File: config.mk
export PLATFORM = sky130hd
export DESIGN_NAME = product_accumulator_flat
export DESIGN_NICKNAME = d
export VERILOG_FILES = /design/src/rtl/product_accumulator_if.sv /design/src/rtl/product_accumulator.sv /design/src/flat_wrapper.sv
export SDC_FILE = /design/constraint.sdc
export NUM_CORES = 1
export LEC_CHECK = 0
export ABC_AREA = 1
export BUFFER_PORTS_ARGS = -buffer_cell sky130_fd_sc_hd__buf_2
export CORE_ASPECT_RATIO = 1.5
export CORE_MARGIN = 2
export CORE_UTILIZATION = 60
export DETAILED_ROUTE_END_ITERATION = 7
export GPL_ROUTABILITY_DRIVEN = 0
export PLACE_DENSITY = 0.84
export SYNTH_ARGS = -nofsm -noshare
export SYNTH_HDL_FRONTEND = slang
export SYNTH_SLANG_ARGS = --single-unit
File: constraint.sdc
create_clock -name clk -period 4.9 [get_ports clk]
set_input_delay 0.98 -clock clk [delete_from_list [all_inputs] [get_ports clk]]
set_output_delay 0.98 -clock clk [all_outputs]
set_load 0.005 [all_outputs]
File: src/rtl/product_accumulator_if.sv
// Handshake bundle between the multiplier-side producer, the product accumulator and its consumer.
// The master modport is the environment side; the slave modport is the accumulator.
interface product_accumulator_if #(
  parameter int unsigned PROD_W = 8,
  parameter int unsigned ACC_W  = 12
);
  logic              in_valid;
  logic              in_ready;
  logic [PROD_W-1:0] in_prod;
  logic              out_valid;
  logic              out_ready;
  logic [ACC_W-1:0]  out_sum;
  logic              out_ovf;
  logic [7:0]        count;

  modport master (
    output in_valid, in_prod, out_ready,
    input  in_ready, out_valid, out_sum, out_ovf, count
  );

  modport slave (
    input  in_valid, in_prod, out_ready,
    output in_ready, out_valid, out_sum, out_ovf, count
  );
endinterface

File: src/rtl/product_accumulator.sv
// Sums BLOCK_LEN unsigned products per block and offers the sum on a valid/ready port.
// Optional macro ACC_SATURATE_EN clamps the running sum at 2^ACC_W-1 instead of wrapping.
module product_accumulator #(
  parameter int unsigned PROD_W    = 8,
  parameter int unsigned ACC_W     = 12,
  parameter int unsigned BLOCK_LEN = 16
) (
  input  logic                  clk,
  input  logic                  rst_n,
  input  logic                  clr,
  product_accumulator_if.slave  bus
);

  typedef enum logic [0:0] {StAccum, StHold} state_e;

  localparam logic [7:0] LastIdx = 8'(BLOCK_LEN - 1);

  state_e           r_state, w_state_nxt;
  logic [ACC_W-1:0] r_acc, w_acc_nxt;
  logic [7:0]       r_count, w_count_nxt;
  logic             r_ovf, w_ovf_nxt;
  logic [ACC_W-1:0] r_out_sum, w_out_sum_nxt;
  logic             r_out_valid, w_out_valid_nxt;
  logic             r_out_ovf, w_out_ovf_nxt;
  logic             r_live;

  logic             w_in_ready;
  logic             w_accept;
  logic [ACC_W:0]   w_sum;
  logic             w_carry;
  logic [ACC_W-1:0] w_acc_add;
  logic             w_ovf_add;

  // r_live keeps in_ready low until the first edge after reset release.
  assign w_in_ready = r_live & (r_state == StAccum) & ~clr;
  assign w_accept   = bus.in_valid & w_in_ready;

  assign w_sum     = {1'b0, r_acc} + (ACC_W + 1)'(bus.in_prod);
  assign w_carry   = w_sum[ACC_W];
  assign w_ovf_add = r_ovf | w_carry;

`ifdef ACC_SATURATE_EN
  assign w_acc_add = w_ovf_add ? {ACC_W{1'b1}} : w_sum[ACC_W-1:0];
`else
  assign w_acc_add = w_sum[ACC_W-1:0];
`endif

  always_comb begin
    w_state_nxt     = r_state;
    w_acc_nxt       = r_acc;
    w_count_nxt     = r_count;
    w_ovf_nxt       = r_ovf;
    w_out_sum_nxt   = r_out_sum;
    w_out_valid_nxt = r_out_valid;
    w_out_ovf_nxt   = r_out_ovf;

    if (clr) begin
      w_state_nxt     = StAccum;
      w_acc_nxt       = '0;
      w_count_nxt     = '0;
      w_ovf_nxt       = 1'b0;
      w_out_valid_nxt = 1'b0;
    end else begin
      unique case (r_state)
        StAccum: begin
          if (w_accept) begin
            if (r_count == LastIdx) begin
              w_out_sum_nxt   = w_acc_add;
              w_out_ovf_nxt   = w_ovf_add;
              w_out_valid_nxt = 1'b1;
              w_state_nxt     = StHold;
              w_acc_nxt       = '0;
              w_count_nxt     = '0;
              w_ovf_nxt       = 1'b0;
            end else begin
              w_acc_nxt   = w_acc_add;
              w_count_nxt = r_count + 8'd1;
              w_ovf_nxt   = w_ovf_add;
            end
          end
        end
        StHold: begin
          if (r_out_valid && bus.out_ready) begin
            w_out_valid_nxt = 1'b0;
            w_state_nxt     = StAccum;
          end
        end
        default: w_state_nxt = StAccum;
      endcase
    end
  end

  always_ff @(posedge clk or negedge rst_n) begin
    if (!rst_n) begin
      r_state     <= StAccum;
      r_acc       <= '0;
      r_count     <= '0;
      r_ovf       <= 1'b0;
      r_out_sum   <= '0;
      r_out_valid <= 1'b0;
      r_out_ovf   <= 1'b0;
      r_live      <= 1'b0;
    end else begin
      r_state     <= w_state_nxt;
      r_acc       <= w_acc_nxt;
      r_count     <= w_count_nxt;
      r_ovf       <= w_ovf_nxt;
      r_out_sum   <= w_out_sum_nxt;
      r_out_valid <= w_out_valid_nxt;
      r_out_ovf   <= w_out_ovf_nxt;
      r_live      <= 1'b1;
    end
  end

  assign bus.in_ready  = w_in_ready;
  assign bus.out_valid = r_out_valid;
  assign bus.out_sum   = r_out_sum;
  assign bus.out_ovf   = r_out_ovf;
  assign bus.count     = r_count;

endmodule

File: src/flat_wrapper.sv
// flat-port wrapper written by rule: the top's interface ports become plain ports
module product_accumulator_flat 
#(
  parameter int unsigned PROD_W    = 8,
  parameter int unsigned ACC_W     = 12,
  parameter int unsigned BLOCK_LEN = 16
)
  (clk, rst_n, clr, bus_in_valid, bus_in_prod, bus_out_ready, bus_in_ready, bus_out_valid, bus_out_sum, bus_out_ovf, bus_count);
  product_accumulator_if #(.PROD_W(PROD_W), .ACC_W(ACC_W)) bus_i ();
  input  logic clk;
  input  logic rst_n;
  input  logic clr;
  input wire logic [$bits(bus_i.in_valid)-1:0] bus_in_valid;
  input wire logic [$bits(bus_i.in_prod)-1:0] bus_in_prod;
  input wire logic [$bits(bus_i.out_ready)-1:0] bus_out_ready;
  output wire logic [$bits(bus_i.in_ready)-1:0] bus_in_ready;
  output wire logic [$bits(bus_i.out_valid)-1:0] bus_out_valid;
  output wire logic [$bits(bus_i.out_sum)-1:0] bus_out_sum;
  output wire logic [$bits(bus_i.out_ovf)-1:0] bus_out_ovf;
  output wire logic [$bits(bus_i.count)-1:0] bus_count;
  assign bus_i.in_valid = bus_in_valid;
  assign bus_i.in_prod = bus_in_prod;
  assign bus_i.out_ready = bus_out_ready;
  assign bus_in_ready = bus_i.in_ready;
  assign bus_out_valid = bus_i.out_valid;
  assign bus_out_sum = bus_i.out_sum;
  assign bus_out_ovf = bus_i.out_ovf;
  assign bus_count = bus_i.count;
  product_accumulator #(.PROD_W(PROD_W), .ACC_W(ACC_W), .BLOCK_LEN(BLOCK_LEN)) u_core (.clk(clk), .rst_n(rst_n), .clr(clr), .bus(bus_i));
endmodule
==> impl_results.md <==
* Drt total wl at 4910 microns
* Avg Cell Area, Syn at just under 8 sq um
* Fmax at about 0.40 GHz
* Part of the cycle the worst path needs at 51.5%
* Clock latency on the worst-skew pair at 0.29 ns
* Count of maximum capacitance violations at 0
* Total CTS buffers at 5
* Worst max-slew margin expressed relative to the limit at 45.6%
* I/O Buffers at 35
* Number of top-level pins at 36
* Core box area at 3420 sq um
* Antenna Cells at 0
* Sequential cell area in the final layout at 926 sq um
* Depth of the CTS H-tree at 2
* Skew final at 0.00511 ns
* Result of the run: complete, no violations
* Worst-path clk slew at roughly 0.070 ns
* Count of synthesis-stage warnings from yosys at 0
* Netlist Area Pre-Place at 2150 sq um
* Placed cell count at 353
* Final hold violation count at 0
* Top area cells in the synthesized netlist: dfrtp_1 (43%), nand2_1 (18%), nand3_1 (5.6%), ha_1 (5.2%), inv_1 (4.9%)
* Antenna violations before repair at 0
* Type of the setup path with the least slack: primary input to primary output
* Number of distinct library cells after synthesis at 35
* Startpoint class of the critical path: primary input
* Starting density of the core at 63.0%
* Maximum vdd ir drop at 202 uV
* Layout cells sized above 1 at 17.9%
* Row Count at 26
* Tot Pwr at about 0.69 mW
* Most common cell in the synthesized netlist: nand2_1
* Setup TNS at 0 ns
* Chip width at ~53 microns
* Post-synthesis register bit count at 37
* Pins Over Slew Limit at 0
* Aggregate global-route resource usage at 28.8%
* Number of flops mapped to enable cells by yosys at 0
* First-pass GRT wire length at 8740 microns
* Number of vias in the routed layout at 1,941
* DRC at 0
* Synth Net Count at 303
* Number of nets in the final layout at between 300 and 400
* Die Height at between 70 and 80 microns
* Number of endpoints failing setup at the final stage at 0
* Slew @ Worst Pin at 0.816 ns
* Critical path data required time at 3.92 ns
* Portion of the post-synthesis area used by sequential elements at 43.0%
* TritonCTS clock tree: yes
* Number of buffers between clock root and the deepest sink at 2
* Most instantiated flip-flop cell in the synthesis netlist: dfrtp_1
* Total gr overflow at 0
* Number of fillers in the final layout at 315
* Multi-input combinational cell area at 1070 sq um
* Type of the tightest min-delay check: flip-flop to flip-flop
* Post-synth top area share at 43.0%
* Met1 capacity usage during global routing at about a third
* Met2 routing resource usage after global routing at a little over half
* Post-synthesis async set-or-reset flop share at 100%
* Number of hold-repair buffers added at the cts stage at 0
* Largest net degree at the start of global routing at 38
* Vias per cell at around 5.4
* Layer with the highest usage after global routing: met2
* Worst setup EP type: primary output
* Initial detailed-routing violation count at 44
* Final min period at ~2.5 ns
* Post-synth top cells: nand2_1 (105), dfrtp_1 (37), inv_1 (28), nand3_1 (24), nor2_1 (19)
* Final instance count without filler cells at between 300 and 400
* Count of cells resized by post-cts repair at 0
* Synth area leader: dfrtp_1
* Final antenna-violating net count at 0
* DR WL/cell at approximately 14 microns
* Area Overhead vs Synth at 14.4%
* Number of setup buffers added after CTS at 0
* Data arrival time of the critical path at 1.54 ns
* Number of global-route vias before repair at ~2,000
* Total Die Area at 4090 sq um
* Root buf cell: clkbuf_8
* Synthesized netlist cell count at between 200 and 300
* HPWL after detailed placement at between 3000 and 4000 microns
* Routing usage on met3 at 4.81%
* Power density cells at 279 nW/um^2
* Leakage dissipation at 1.46 nW
* DR pass1 iterations at 4
* Peak fanout along the critical path at 5
* Sink Count at 37
* Unrepaired setup endpoints after global routing: no
[where the power goes]
part / switching [mW] / leakage [nW] / internal [mW]
logic: 0.0590 / 0.891 / 0.0304
registers: 0.00640 / 0.511 / 0.314
clock network: 0.111 / 0.0585 / 0.166
total: 0.176 / 1.46 / 0.510
[path summary, 6_finish.rpt]
| kind | depth (start not counted) | endpoint | startpoint | slack, ns |
|---|---|---|---|---|
| max in group asynchronous | 1 | u_core.bus.count[7] | rst_n | 3.60 |
| min reg2reg | 2 | u_core.bus.out_sum[11] | u_core.bus.out_sum[11] | 0.48 |
| max | 5 | bus_in_ready | clr | 2.38 |
| max reg2reg | 10 | u_core.r_ovf | u_core.r_acc[0] | 3.04 |
| min | 2 | u_core.bus.out_sum[11] | u_core.bus.out_sum[11] | 0.48 |
| min in group asynchronous | 1 | u_core.bus.count[2] | rst_n | 0.77 |
[placed cells by master, fill, tap and decap left out, types with 3 or more instances in the layout]
cell / count
nand3_1: 24
clkbuf_8: 6
and3_1: 3
nor2_1: 19
o21ai_0: 8
nand4_1: 6
nand3_2: 3
ha_1: 9
buf_2: 35
inv_1: 28
a21oi_1: 8
dfrtp_1: 37
nand2_1: 105
[sequential cells by signal, summed over array words and instances (netlist names)]
register              flops
u_core.r_ovf              1
u_core.r_state            1
u_core.r_live             1
u_core.bus.out_sum       12
u_core.r_acc             12
u_core.bus.out_ovf        1
u_core.bus.count          8
u_core.bus.out_valid      1
[through the flow]
stage	utilization (%)	worst slack, ns	hold WS (ns)	cell area, sq um
5_1_grt	72.0	2.31	0.512	2460
6_report	72.0	2.38	0.479	2460
4_1_cts	72.0	2.39	0.480	2460
3_3_place_gp	68.6	2.42	0.460	2340
3_5_place_dp	68.6	2.36	0.461	2340
2_1_floorplan	-	2.63	0.453	2150
[kinds of logic after synthesis]
| logic type | Yosys count | share of synthesized area, % |
|---|---|---|
| AO/OA/AOI/OAI | 21 | 5.29 |
| adder cells (fa/ha/maj) | 10 | 6.17 |
| other | 1 | 0.174 |
| AND/OR/NAND/NOR | 170 | 35.5 |
| flip-flops | 37 | 43.0 |
| buffers and inverters | 36 | 7.39 |
| XOR/XNOR | 5 | 2.39 |
[critical path: stages]
cell and delay (ns):
buf_2 0.13, inv_2 0.11, nand2_1 0.10, nor2_1 0.10, buf_2 0.12
[cell type report]
type                    count  share of cell area [%]
well taps                  42                    2.14
clock inverters             1                    1.22
repair buffers             35                    7.12
flip-flops and latches     37                    37.6
multi-input cells         207                    43.3
inverters                  32                    5.04
clock buffers               7                    3.51
[layer usage]
metal | share of wire, % | wire length, microns | vias to the layer above
met2 | 55 | 2680 | 44
met1 | 39 | 1900 | 918
met5 | 0 | 0 | -
met3 | 3.5 | 173 | 14
met4 | 3.2 | 158 | 0
li1 | - | - | 965
Note: power is estimated with default switching activity, not from simulation.
